**src/rtl/fetch_stage_pkg.sv**
```systemverilog
// Shared types and constants for the instruction fetch stage.
package fetch_stage_pkg;

    // Core-wide bubble markers that decode already recognises. REGPC_NOP is
    // deliberately misaligned, so it can never be a real fetch PC.
    localparam logic [31:0] INST_NOP  = 32'h0000_0013;
    localparam logic [31:0] REGPC_NOP = 32'hFFFF_FFFF;

    // One prefetch buffer entry: the PC a word was fetched from, plus the word.
    typedef struct packed {
        logic [31:0] pc;
        logic [31:0] inst;
    } fetch_entry_t;

    // Redirect targets carry junk in the low bits; fetch is always word aligned.
    function automatic logic [31:0] word_align(input logic [31:0] addr);
        return {addr[31:2], 2'b00};
    endfunction

endpackage

```
**src/rtl/fetch_stage_fifo.sv**
```systemverilog
// Prefetch buffer: synchronous FIFO with push/pop/flush and an occupancy count.
// Flush wins over a push in the same cycle. Pushing when full and popping when
// empty are ignored.
module fetch_fifo #(
    parameter int DEPTH = 4,
    parameter int WIDTH = 64
) (
    input  logic                   clk,
    input  logic                   rst_n,
    input  logic                   push,
    input  logic [WIDTH-1:0]       push_data,
    input  logic                   pop,
    input  logic                   flush,
    output logic [WIDTH-1:0]       head_data,
    output logic [$clog2(DEPTH):0] count,
    output logic                   empty
);

    localparam int          AW        = $clog2(DEPTH);
    localparam logic [AW:0] DEPTH_CNT = (AW + 1)'(DEPTH);

    logic [WIDTH-1:0] mem_q [DEPTH];
    logic [WIDTH-1:0] mem_d [DEPTH];
    logic [AW-1:0]    wr_ptr_q, wr_ptr_d;
    logic [AW-1:0]    rd_ptr_q, rd_ptr_d;
    logic [AW:0]      count_q, count_d;
    logic             do_push, do_pop;

    assign empty     = (count_q == '0);
    assign do_push   = push && (count_q != DEPTH_CNT);
    assign do_pop    = pop && !empty;
    assign head_data = mem_q[rd_ptr_q];
    assign count     = count_q;

    // Next-state for storage, pointers and count.
    always_comb begin
        mem_d    = mem_q;
        wr_ptr_d = wr_ptr_q;
        rd_ptr_d = rd_ptr_q;
        count_d  = count_q;
        if (flush) begin
            wr_ptr_d = '0;
            rd_ptr_d = '0;
            count_d  = '0;
        end else begin
            if (do_push) begin
                mem_d[wr_ptr_q] = push_data;
                wr_ptr_d        = wr_ptr_q + 1'b1;
            end
            if (do_pop) begin
                rd_ptr_d = rd_ptr_q + 1'b1;
            end
            count_d = count_q + (AW + 1)'(do_push) - (AW + 1)'(do_pop);
        end
    end

    // FIFO state registers.
    always_ff @(posedge clk or negedge rst_n) begin
        if (!rst_n) begin
            for (int i = 0; i < DEPTH; i++) begin
                mem_q[i] <= '0;
            end
            wr_ptr_q <= '0;
            rd_ptr_q <= '0;
            count_q  <= '0;
        end else begin
            mem_q    <= mem_d;
            wr_ptr_q <= wr_ptr_d;
            rd_ptr_q <= rd_ptr_d;
            count_q  <= count_d;
        end
    end

endmodule

```
**src/rtl/fetch_stage.sv**
```systemverilog
// Instruction fetch stage: owns the PC, issues in-order word requests under a
// credit limit, buffers returned words and hands one {inst, pc} per cycle to
// decode. A redirect flushes the buffer and drops every response still owed.
import fetch_stage_pkg::*;

module fetch_stage #(
    parameter logic [31:0] RESET_PC   = 32'h0000_0000,
    parameter int          FIFO_DEPTH = 4
) (
    input  logic        clk,
    input  logic        rst_n,
    input  logic        branch_hazard,
    input  logic [31:0] branch_target,
    input  logic        stall_flg,
    output logic        imem_req_valid,
    input  logic        imem_req_ready,
    output logic [31:0] imem_req_addr,
    input  logic        imem_resp_valid,
    input  logic [31:0] imem_resp_inst,
    output logic [31:0] inst,
    output logic [31:0] reg_pc
);

    localparam int          CW        = $clog2(FIFO_DEPTH) + 1;
    localparam logic [CW:0] DEPTH_LIM = (CW + 1)'(FIFO_DEPTH);

    logic [31:0]   pc_q, pc_d;
    logic [31:0]   resp_pc_q, resp_pc_d;   // PC of the next response that will be kept
    logic [CW-1:0] inflight_q, inflight_d;
    logic [CW-1:0] discard_q, discard_d;
    logic [31:0]   inst_q, inst_d;
    logic [31:0]   reg_pc_q, reg_pc_d;

    logic          credit_ok, req_fire, fifo_push, fifo_pop, fifo_empty;
    logic [CW-1:0] fifo_count;
    logic [31:0]   target_pc;
    fetch_entry_t  push_entry, head_entry;

    assign target_pc  = word_align(branch_target);
    // Requests in flight plus buffered words may never exceed the buffer, so
    // every response has a guaranteed slot and memory needs no backpressure.
    assign credit_ok  = ({1'b0, inflight_q} + {1'b0, fifo_count}) < DEPTH_LIM;
    assign imem_req_valid = rst_n && !branch_hazard && credit_ok;
    assign imem_req_addr  = pc_q;
    assign req_fire   = imem_req_valid && imem_req_ready;
    assign fifo_push  = imem_resp_valid && !branch_hazard && (discard_q == '0);
    assign fifo_pop   = !branch_hazard && !stall_flg && !fifo_empty;
    assign push_entry = '{pc: resp_pc_q, inst: imem_resp_inst};

    fetch_fifo #(
        .DEPTH (FIFO_DEPTH),
        .WIDTH (64)
    ) u_fifo (
        .clk       (clk),
        .rst_n     (rst_n),
        .push      (fifo_push),
        .push_data (push_entry),
        .pop       (fifo_pop),
        .flush     (branch_hazard),
        .head_data (head_entry),
        .count     (fifo_count),
        .empty     (fifo_empty)
    );

    // PC, in-flight accounting and stale-response bookkeeping.
    always_comb begin
        pc_d       = pc_q;
        resp_pc_d  = resp_pc_q;
        inflight_d = inflight_q - CW'(imem_resp_valid) + CW'(req_fire);
        discard_d  = discard_q;
        if (branch_hazard) begin
            // Every outstanding response is stale; one arriving now is dropped
            // directly, so it is not counted again.
            pc_d      = target_pc;
            resp_pc_d = target_pc;
            discard_d = inflight_q - CW'(imem_resp_valid);
        end else begin
            if (req_fire) begin
                pc_d = pc_q + 32'd4;
            end
            if (imem_resp_valid) begin
                if (discard_q != '0) begin
                    discard_d = discard_q - 1'b1;
                end else begin
                    resp_pc_d = resp_pc_q + 32'd4;
                end
            end
        end
    end

    // Decode-facing outputs: redirect forces a bubble, stall holds.
    always_comb begin
        inst_d   = inst_q;
        reg_pc_d = reg_pc_q;
        if (branch_hazard) begin
            inst_d   = INST_NOP;
            reg_pc_d = REGPC_NOP;
        end else if (!stall_flg) begin
            if (!fifo_empty) begin
                inst_d   = head_entry.inst;
                reg_pc_d = head_entry.pc;
            end else begin
                inst_d   = INST_NOP;
                reg_pc_d = REGPC_NOP;
            end
        end
    end

    // Fetch state registers.
    always_ff @(posedge clk or negedge rst_n) begin
        if (!rst_n) begin
            pc_q       <= RESET_PC;
            resp_pc_q  <= RESET_PC;
            inflight_q <= '0;
            discard_q  <= '0;
            inst_q     <= INST_NOP;
            reg_pc_q   <= REGPC_NOP;
        end else begin
            pc_q       <= pc_d;
            resp_pc_q  <= resp_pc_d;
            inflight_q <= inflight_d;
            discard_q  <= discard_d;
            inst_q     <= inst_d;
            reg_pc_q   <= reg_pc_d;
        end
    end

    assign inst   = inst_q;
    assign reg_pc = reg_pc_q;

    credit_bound: assert property (@(posedge clk) disable iff (!rst_n)
        ({1'b0, inflight_q} + {1'b0, fifo_count}) <= DEPTH_LIM);

endmodule
```
**config.mk**
```make
export PLATFORM = sky130hd
export DESIGN_NAME = fetch_stage
export DESIGN_NICKNAME = d
export VERILOG_FILES = /design/src/rtl/fetch_stage_pkg.sv /design/src/rtl/fetch_stage_fifo.sv /design/src/rtl/fetch_stage.sv
export SDC_FILE = /design/constraint.sdc
export NUM_CORES = 1
export LEC_CHECK = 0
export CAP_MARGIN = 20
export CORE_MARGIN = 2
export CORE_UTILIZATION = 35
export CTS_BUF_LIST = sky130_fd_sc_hd__clkbuf_4 sky130_fd_sc_hd__clkbuf_8 sky130_fd_sc_hd__clkbuf_16
export DETAILED_ROUTE_END_ITERATION = 10
export GPL_TIMING_DRIVEN = 0
export PLACE_DENSITY = 0.55
export SKIP_CTS_REPAIR_TIMING = 1
export SLEW_MARGIN = 20
export SYNTH_ARGS = -nofsm -noshare
export SYNTH_HDL_FRONTEND = slang
export SYNTH_SLANG_ARGS = --single-unit
```
**constraint.sdc**
```tcl
create_clock -name clk -period 4 [get_ports clk]
set_clock_uncertainty 0.05 [all_clocks]
set_input_delay 0.4 -clock clk [delete_from_list [all_inputs] [get_ports clk]]
set_output_delay 0.4 -clock clk [all_outputs]
set_load 0.005 [all_outputs]
```
# After elaboration in Yosys (flattened, before gate mapping)

Index checks and enable logic that the tools add are counted.

Register bits: 397
Input port bits: 70

Add/sub/neg operators: 10
$lt $le $gt $ge: 4
Equality and inequality tests: 3
Mux-type cells: 25
Bitwise logic cells: 3
Reduce and logical (&&, ||, !) cells: 24

Operators with widths:

| operator                                                                      | count |
|---|---|
| 32-bit two-way mux                                                            | 11 |
| 256-bit bitwise mux                                                           | 1 |
| 64-bit two-way mux                                                            | 3 |
| 64-bit binary-select mux with 2-bit select                                    | 1 |
| 64-bit demux with 2-bit select                                                | 1 |
| 32-bit by 3-bit adder with 32-bit output (second input constant)              | 2 |
| 3-bit two-way mux                                                             | 4 |
| 1-bit logical AND                                                             | 10 |
| 2-bit nonzero test                                                            | 5 |
| 2-bit two-way mux                                                             | 4 |
| 3-bit by 1-bit adder with 3-bit output                                        | 2 |
| 3-bit greater-or-equal comparator (second input constant)                     | 2 |
| 3-bit zero test                                                               | 2 |
| 2-bit NOT with 3-bit output                                                   | 2 |
| 2-bit AND reduction                                                           | 3 |
| 3-bit by 1-bit subtractor with 3-bit output                                   | 2 |
| 2-bit by 1-bit adder with 2-bit output (second input constant)                | 2 |
| 3-bit by 3-bit adder with 4-bit output                                        | 1 |
| 4-bit by 3-bit less-than comparator with 1-bit output (second input constant) | 1 |
| 2-bit inequality test (second input constant)                                 | 2 |
| 1-bit zero test                                                               | 3 |
| 3-bit by 1-bit less-than comparator with 1-bit output (second input constant) | 1 |
| 3-bit inequality test (second input constant)                                 | 1 |
| 3-bit nonzero test                                                            | 1 |
| 2 further kinds                                                               | 2 |

# Longest topological paths before layout

Gate-level depths: netlist of the first run.

Word-level depth: 7
Mapped depth: 12

# Hierarchy

Synthesis of the first run repeated with hierarchy kept, for this count alone.

Cells, all modules: 1,202
Area, all modules: 18,810.5 um^2

Modules (own cells, without submodules):

| module      | instances | cells an instance | area an instance (um^2) | sequential area each (um^2) |
|---|---|---|---|---|
| fetch_fifo  | 1         | 664               | 12,728.5                | 6,581.3 |
| fetch_stage | 1         | 538               | 6,082.1                 | 3,296.9 |

# Worst setup path before layout of the first run

Ideal clock, no wire load.

Kind: input to register
From: input branch_hazard
To: register u_fifo.count_q[2], in the netlist u_fifo.count[2]
Setup time: 0.131 ns
Arrival: 2.494 ns
Path slack: 1.325 ns
Stages on the path: 12
Path buffers: 3
Path through: buf_6 -> or3_1 -> clkbuf_1 -> inv_1 -> clkbuf_1 -> ha_1 -> inv_1 -> ha_1 -> inv_1 -> fa_1 -> xnor2_1 -> nor2_1

Word-level cells in the longest chain between the ends: 7
Elaborated cells on any way between the ends: 10
Classes of those cells: add/sub (2); mux (1); reduce/logical (7)

Ends and longest elaborated chain:

| element                                     | line                                 | text |
|---|---|---|
| start: declaration                          | fetch_stage.sv:12                    | `input logic branch_hazard,` |
| 1-bit zero test                             | fetch_stage.sv:46, fetch_stage.sv:47 |  |
| 1-bit logical AND (2 in series)             | fetch_stage.sv:46                    | `assign fifo_push = imem_resp_valid && !branch_hazard && (discard_q == '0);` |
| 1-bit logical AND                           | fetch_stage_fifo.sv:30               | `assign do_push = push && (count_q != DEPTH_CNT);` |
| 3-bit by 1-bit adder with 3-bit output      | fetch_stage_fifo.sv:53               | `count_d = count_q + (AW + 1)'(do_push) - (AW + 1)'(do_pop);` |
| 3-bit by 1-bit subtractor with 3-bit output | fetch_stage_fifo.sv:53               |  |
| 3-bit two-way mux (*)                       | fetch_stage_fifo.sv:41               | `if (flush) begin` |
| via u_fifo.count_d[2]                       | fetch_stage_fifo.sv:26               | `logic [AW:0] count_q, count_d;` |
| end signal: assignment                      | fetch_stage_fifo.sv:70               | `count_q <= count_d;` |
| end: declaration                            | fetch_stage_fifo.sv:26               |  |

The timed path passes the listed nets; every way through them passes the cells marked *.
A chain may end at the register's enable or synchronous reset.

# Worst setup path after layout of the first run

From: register u_fifo.count_q[1], in the netlist u_fifo.count[1]
To: register u_fifo.count_q[2], in the netlist u_fifo.count[2]

Word-level cells in the longest chain between the ends: 6
Elaborated cells on any way between the ends: 9
Classes of those cells: add/sub (2); eq/ne (1); mux (1); reduce/logical (5)

Ends and longest elaborated chain:

| element                                                                        | line |
|---|---|
| branches (longest 4 deep; another with 3-bit by 1-bit adder with 3-bit output) | -- |
| 3-bit by 1-bit subtractor with 3-bit output (*)                                | fetch_stage_fifo.sv:53 |
| 3-bit two-way mux (*)                                                          | fetch_stage_fifo.sv:41 |
| via u_fifo.count_d[2]                                                          | fetch_stage_fifo.sv:26 |

Mark *: on every way through the listed nets, which the timed path passes.

==> implementation parameters, run 1 <==
Parameter                              Value

Detailed routing
  Detailed Route Iter0 Violations    636
  Final ANT Viol Nets    0
  Routed length per instance    21.1 µm
  Detailed-route wire length    43400 µm
  Detailed-route DRC error count    0
  Via count normalized by instance count    5.25
  First-pass detailed-route iteration total    5
  Routed vias    10800

Logic synthesis
  Portion of the post-synthesis area used by sequential elements    56.7%
  Share of synthesized registers carrying an async set or reset    100%
  Synth Flop Type    dfrtp_1
  Synthesis Warnings    0
  Unique cell type count in the Yosys netlist    51
  Total standard cell area after synthesis    17000 µm²
  Mean area per synthesized cell    14.2 µm²
  Count of flip-flops with a built-in enable after synthesis    0
  Number of register bits inferred by synthesis    384
  Post-Syn Instances    1199

Hold path
  Hold wc startpoint    branch_hazard
  Hold Path End    imem_req_addr[14]
  Min-Delay Path Class    primary input to flip-flop
  Instance count along the most critical hold path    3

Floorplanning
  I/O pin count    167
  Initial Util    35.6%
  Chip Height    224 µm
  DIE WIDTH    224 µm
  Placeable core region    47800 µm²
  Core Rows    80
  Die area    50400 µm²

Setup path
  Register-to-Register Setup Slack    0.34 ns
  Most common cell on crit path    inv_1
  Standard cell with the maximum stage delay on the critical path    clkbuf_1
  Category of the critical setup timing path    flip-flop to flip-flop
  R2R Path Start    u_fifo.count[1]
  Setup crit start    u_fifo.count[1]
  Critical Path RT    4.37 ns
  Category of the worst setup path launch point    flip-flop
  Critical path data arrival time    4.03 ns
  Reg-to-Reg End    u_fifo.count[2]
  Maximum fanout encountered on the critical timing path    10
  Stage delay of the slowest cell on the critical path    0.82 ns
  CP Cell Sequence    nor3_1, or3_1, clkbuf_1, inv_1, clkbuf_1, ha_1, inv_1, ha_1, inv_1, fa_1, xnor2_1, nor2_1
  Critical Path Sink Type    flip-flop
  Count of cells along the worst register-to-register path    12

Placed design
  # placed instances    1980
  HPWL after DPL    29800 µm
  GPL Wtd Cong    0.862
  Placed Area    19500 µm²
  Quantity of I/O buffers inserted on ports    161
  Post-place setup slack    -0.117 ns

STA
  Final-report hold violation count    0
  Maximum frequency from static timing analysis    0.273 GHz
  Min cycle time layout    3.66 ns
  Worst-margin pin slew    1.07 ns
  Slew Limit Fails    0
  Setup_tns    0 ns
  Unrepaired setup endpoints after global routing    false
  Worst-case hold slack    0.190 ns
  Final critical-path setup slack    0.340 ns
  Post-route clock period utilization    91.5%
  Total setup violations reported at the end of the flow    0
  Worst-case headroom to the max-slew limit    28.5%

Pwr
  Switching part of the total    25.7%
  Relative contribution of the clock network to total power    36.2%
  Logic gate share of total power    20.7%
  Part of the total power dissipated in sequential elements    43.1%
  Leakage power figure    9.27 nW
  Power spent charging and discharging nets    3.01 mW
  Internal Power    8.70 mW
  PD cells    556 nW/µm²
  IR drop worst, VDD    0.253 mV
  Post-route total power    11.7 mW

Global route
  Wire length of the first global-routing pass    68200 µm
  Largest net degree at the start of global routing    90
  Via count of the first global-routing pass    11400
  Overall fraction of global-route tracks in use    17.6%
  Total grt overflow    0
  Antenna violations before repair    2

Clock tree
  Clock sink count    384
  Number of H-tree levels    2
  Clock latency at the later pin of the worst-skew pair    0.56 ns
  CTS tree    done
  Clock transition at the registers of the reported paths    0.06 ns
  Total CTS buffers    43
  Maximum buffer depth of the clock tree    3
  Root buffer cell    clkbuf_16

Flow run
  Number of max-cap violations    0

Run status
  Run status    finished, final reports clean

Layout
  Post-synthesis to final-layout area growth    23.8%
  Post-layout util    44.0%
  Antenna diode count    0
  Final instance area    21100 µm²
  Ratio of cells with drive above 1 in the final layout    33.0%
  Net total in the final layout    1498
  Non-filler instance count after layout    2059
[flip-flops by register name, indices dropped and copies added (netlist names)]
register and cells:
u_fifo.mem_q 248, inst 32, reg_pc 31, imem_req_addr 30, resp_pc_q 30, discard_q 3, inflight_q 3, u_fifo.count 3
u_fifo.rd_ptr_q 2, u_fifo.wr_ptr_q 2
[cells in the mapped netlist (6+ instances only)]
cell      count  area share (%)
buf_2        33            0.97
nand2_1      60             1.3
xnor2_1      11            0.57
o22a_1       33             1.7
mux2_2      253              17
o21ai_0      38             1.1
o211ai_1     14            0.62
clkbuf_1     35            0.77
a21oi_1       7            0.21
buf_1         7            0.15
nor3_1        6            0.18
mux4_2       62             8.2
a22o_1       29             1.5
dfrtp_1     350              51
inv_1        22            0.49
ha_1         16             1.2
nand3_1      27            0.79
dfstp_2      34             5.3
nor2_1       28            0.62
nand4_1      23            0.85
and3_1       18            0.66
or3_1         6            0.22
xor2_1       29             1.5
[cell usage in the layout, fill, tap and decap left out, drive strengths merged, types with 5 or more instances in the layout]
| cell | Yosys | final |
|---|---|---|
| bufinv | 0 | 5 |
| a31oi | 5 | 5 |
| or3 | 6 | 6 |
| o311ai | 8 | 8 |
| nor2 | 28 | 28 |
| buf | 44 | 49 |
| xor2 | 29 | 29 |
| o21ai | 38 | 38 |
| a22o | 29 | 29 |
| and2 | 5 | 5 |
| ha | 16 | 16 |
| a21oi | 7 | 7 |
| and3 | 18 | 18 |
| nand3 | 27 | 27 |
| o211ai | 14 | 14 |
| mux2 | 253 | 253 |
| nand4 | 24 | 24 |
| dfrtp | 350 | 350 |
| nor3 | 6 | 6 |
| mux4 | 62 | 62 |
| clkbuf | 35 | 103 |
| o22a | 33 | 33 |
| clkinv | 0 | 5 |
| clkdlybuf4s50 | 0 | 160 |
| xnor2 | 11 | 11 |
| nand2 | 60 | 60 |
| dfstp | 34 | 34 |
| inv | 22 | 22 |
[metal layers]
metal | track usage, % | part of all wire, % | up-vias
li1 | - | - | 4845
met1 | 24.1 | 45 | 5711
met2 | 29.0 | 49 | 175
met3 | 3.47 | 4.1 | 68
met4 | 4.34 | 2.0 | 2
met5 | 0 | 0.037 | -
[power groups by stage]
stage	Combinational (mW)	Sequential [mW]	Clock [mW]
2_1_floorplan	1.58	4.98	0
3_3_place_gp	2.41	5.11	0
3_5_place_dp	2.47	5.12	0
4_1_cts	2.48	5.06	4.36
5_1_grt	2.65	5.15	4.51
6_report	2.42	5.05	4.24
[cell type report]
class                           count  area (µm²)
Fill cell                        4416       26800
Buffer                             79         357
Clock inverter                     10         175
Sequential cell                   384        9650
Tap cell                          615         769
Multi-Input combinational cell    715        6930
Inverter                           22        82.6
Clock buffer                       68        1360
Timing Repair Buffer              166        1740
[worst max-delay path, delay by kind of cell (launching register included)]
family,cells,cell delay [ns]
XOR/XNOR,1,0.18
adder cells (fa/ha/maj),3,0.89
buffers and inverters,5,1.46
flip-flops,1,0.48
AND/OR/NAND/NOR,3,0.44
[worst max path at each step]
stage | endpoint | slack [ns]
final | u_fifo.count[2] | 0.34
after global routing | u_fifo.count[2] | 0.09
after CTS | u_fifo.count[2] | 0.27
after detailed placement | u_fifo.count[2] | -0.12
after global placement | inflight_q[2] | -15.48
after floorplan | u_fifo.count[2] | 1.33
[kinds of logic (layout without fill, tap and decap cells)]
kind of cell | after synthesis | in the layout | share of synthesized area (%)
xor gates and xnor gates | 40 | 40 | 2.06
buffers and inverters | 101 | 345 | 2.58
and+or+nand+nor | 194 | 194 | 6.02
AOI/OAI and AO/OA | 146 | 146 | 6.29
adders and majority gates | 17 | 17 | 1.29
DFF | 384 | 384 | 56.7
other | 1 | 2 | 0.0220
muxes | 316 | 316 | 25.0
Note: power is estimated with default switching activity, not from simulation.
==> inputs of run 2 (changes only) <==
--- a/config.mk
+++ b/config.mk
@@ -13,7 +13,7 @@
 export GPL_TIMING_DRIVEN = 0
 export PLACE_DENSITY = 0.55
 export SKIP_CTS_REPAIR_TIMING = 1
-export SLEW_MARGIN = 20
+export SLEW_MARGIN = 5
 export SYNTH_ARGS = -nofsm -noshare
 export SYNTH_HDL_FRONTEND = slang
 export SYNTH_SLANG_ARGS = --single-unit
==> run 2 against run 1 <==
Against the previous run:
- via count is essentially flat
- hold slack gained 0.0020 ns
- register-to-register slack gained 0.03 ns
- count of clock-buffer cells in the layout is 3 lower
- first-iteration DRC count grew 5.2%
- non-clock buffer count increased by 4
- worst setup slack better by 0.034 ns
- critical path type unchanged
- critical endpoint unchanged
- highest routed layer unchanged
==> implementation parameters, run 2 (synthesis results as in run 1) <==
Parameter                              Value

STA
  Maximum frequency from static timing analysis    0.276 GHz (+0.92%)
  Setup_tns    0 ns (unchanged)
  Worst-case headroom to the max-slew limit    30.6% (+2.1 points)
  Total setup violations reported at the end of the flow    0 (unchanged)
  Min cycle time layout    3.63 ns (-0.0335 ns)
  Slew Limit Fails    0 (unchanged)
  Final-report hold violation count    0 (unchanged)
  Post-route clock period utilization    90.7% (-0.84 points)
  Worst-margin pin slew    1.04 ns (-0.0317 ns)
  Unrepaired setup endpoints after global routing    false

Clock tree
  Clock sink count    384 (unchanged)
  Total CTS buffers    44 (+2.3%)
  CTS tree    done
  Root buffer cell    clkbuf_16
  Maximum buffer depth of the clock tree    3 (unchanged)
  Clock latency at the later pin of the worst-skew pair    0.56 ns (about the same)
  Number of H-tree levels    2 (unchanged)
  Clock transition at the registers of the reported paths    0.06 ns (about the same)

Setup path
  Critical Path Sink Type    flip-flop
  Maximum fanout encountered on the critical timing path    10 (unchanged)
  Category of the worst setup path launch point    flip-flop
  Critical Path RT    4.37 ns (about the same)
  Count of cells along the worst register-to-register path    12 (unchanged)
  Standard cell with the maximum stage delay on the critical path    clkbuf_1
  Register-to-Register Setup Slack    0.37 ns (+0.03 ns)
  Critical path data arrival time    4.00 ns (-0.03 ns)
  R2R Path Start    u_fifo.count[1]
  Stage delay of the slowest cell on the critical path    0.80 ns (-0.02 ns)
  CP Cell Sequence    nor3_1, or3_1, clkbuf_1, inv_1, clkbuf_1, ha_1, inv_1, ha_1, inv_1, fa_1, xnor2_1, nor2_1
  Most common cell on crit path    inv_1
  Reg-to-Reg End    u_fifo.count[2]
  Category of the critical setup timing path    flip-flop to flip-flop

Hold path
  Hold wc startpoint    branch_hazard
  Min-Delay Path Class    primary input to flip-flop
  Instance count along the most critical hold path    3 (unchanged)
  Hold Path End    resp_pc_q[14]

Global route
  Total grt overflow    0 (unchanged)
  Overall fraction of global-route tracks in use    17.7% (+0.054 points)
  Largest net degree at the start of global routing    108 (+20%)
  Via count of the first global-routing pass    11400 (+0.39%)
  Antenna violations before repair    2 (unchanged)
  Wire length of the first global-routing pass    68300 µm (+0.24%)

Placed design
  GPL Wtd Cong    0.862 (unchanged)
  HPWL after DPL    29800 µm (about the same)
  Quantity of I/O buffers inserted on ports    161 (unchanged)

Detailed routing
  Detailed-route DRC error count    0 (unchanged)
  Detailed Route Iter0 Violations    669 (+5.2%)
  Detailed-route wire length    43400 µm (about the same)
  First-pass detailed-route iteration total    5 (unchanged)
  Routed length per instance    21.0 µm (-0.28%)
  Via count normalized by instance count    5.23 (-0.35%)
  Final ANT Viol Nets    0 (unchanged)
  Routed vias    10800 (-0.056%)

Layout
  Largest register FFs    248 (unchanged)
  Largest Register    u_fifo.mem_q
  Antenna diode count    0 (unchanged)
  Most frequent cells in the layout    dfrtp_1 (350), mux2_2 (253), clkdlybuf4s50_1 (160)
  Ratio of cells with drive above 1 in the final layout    33.2% (+0.21 points)
  Post-synthesis to final-layout area growth    24.3%
  Leading cell type in the layout, fill and taps excluded    dfrtp_1
  Net total in the final layout    1503 (+0.33%)

Pwr
  Leakage power figure    9.31 nW (+0.36%)
  IR drop worst, VDD    0.287 mV (+13%)
  Post-route total power    11.7 mW (about the same)
  PD cells    554 nW/µm² (-0.38%)

Run status
  Run status    finished, final reports clean

Floorplanning
  Die area    50400 µm² (unchanged)
  DIE WIDTH    224 µm (unchanged)
  Core Rows    80 (unchanged)
  I/O pin count    167 (unchanged)
  Chip Height    224 µm (unchanged)
  Initial Util    35.6% (unchanged)
  Placeable core region    47800 µm² (unchanged)

Flow run
  Number of max-cap violations    0 (unchanged)
[run 2: cell types whose count changed in the layout (fill, tap and decap cells not counted), sizes merged]
cell,delta
dlygate4sd3,+1
clkinvlp,+2
inv,+1
buf,+3
clkbuf,-3
clkinv,+3
bufinv,-1
[run 2: area by class of cell]
| type | count | area, µm² |
|---|---|---|
| Tap cell | 615 | 769 |
| Timing Repair Buffer | 170 | 1810 |
| Clock inverter | 15 | 186 |
| Clock buffer | 65 | 1360 |
| Sequential cell | 384 | 9650 |
| Buffer | 79 | 357 |
| Multi-Input combinational cell | 715 | 6930 |
| Inverter | 22 | 82.6 |
| Fill cell | 4422 | 26700 |
[run 2: how the worst max path moves through the flow]
stage,cells after the start,slack [ns],end,from
CTS,12,0.31,u_fifo.count[2],u_fifo.count[1]
detailed placement,9,-0.1,imem_req_addr[26],rst_n
floorplan,12,1.33,u_fifo.count[2],branch_hazard
global route,12,0.10,u_fifo.count[2],u_fifo.count[1]
finish,12,0.37,u_fifo.count[2],u_fifo.count[1]
global placement,7,-15.48,inflight_q[2],rst_n
[run 2: stage by stage]
stage	instances	hold WS [ns]	util, %	setup WS (ns)	area (µm²)
after floorplan	1200	0.0544	-	1.33	17000
after global placement	1976	0.433	40.5	-15.48	19400
after detailed placement	1980	0.260	40.8	-0.0957	19500
after CTS	2060	-0.352	44.0	0.315	21100
after global routing	2065	0.203	44.2	0.104	21100
final	2065	0.192	44.2	0.374	21100
[run 2: worst max-delay path, delay by kind of cell, from the launching register on]
kind	cells	cell delay, ns
AND/OR/NAND/NOR	3	0.44
XOR/XNOR	1	0.18
buffers and inverters	5	1.44
flip-flops	1	0.47
adder cells (fa/ha/maj)	3	0.89
[run 2: per-layer routing]
| layer | part of all wire, % | GRT usage [%] | wire length, µm | vias up |
|---|---|---|---|---|
| met5 | 0.025 | 0 | 11 | - |
| met2 | 48 | 29.0 | 20900 | 178 |
| met1 | 46 | 24.1 | 19800 | 5696 |
| met3 | 4.2 | 3.55 | 1820 | 63 |
| li1 | - | - | - | 4856 |
| met4 | 1.9 | 4.57 | 843 | 2 |
[run 2: power by group]
part,switching [mW],internal [mW]
combinational,0.984,1.45
clock,1.62,2.61
sequential,0.447,4.60
==> inputs of run 3 (changes only) <==
--- a/config.mk
+++ b/config.mk
@@ -10,6 +10,7 @@
 export CORE_UTILIZATION = 35
 export CTS_BUF_LIST = sky130_fd_sc_hd__clkbuf_4 sky130_fd_sc_hd__clkbuf_8 sky130_fd_sc_hd__clkbuf_16
 export DETAILED_ROUTE_END_ITERATION = 10
+export GPL_ROUTABILITY_DRIVEN = 0
 export GPL_TIMING_DRIVEN = 0
 export PLACE_DENSITY = 0.55
 export SKIP_CTS_REPAIR_TIMING = 1
==> results of run 3 <==
The final DEF is identical to that of run 2; final timing and power are the same.
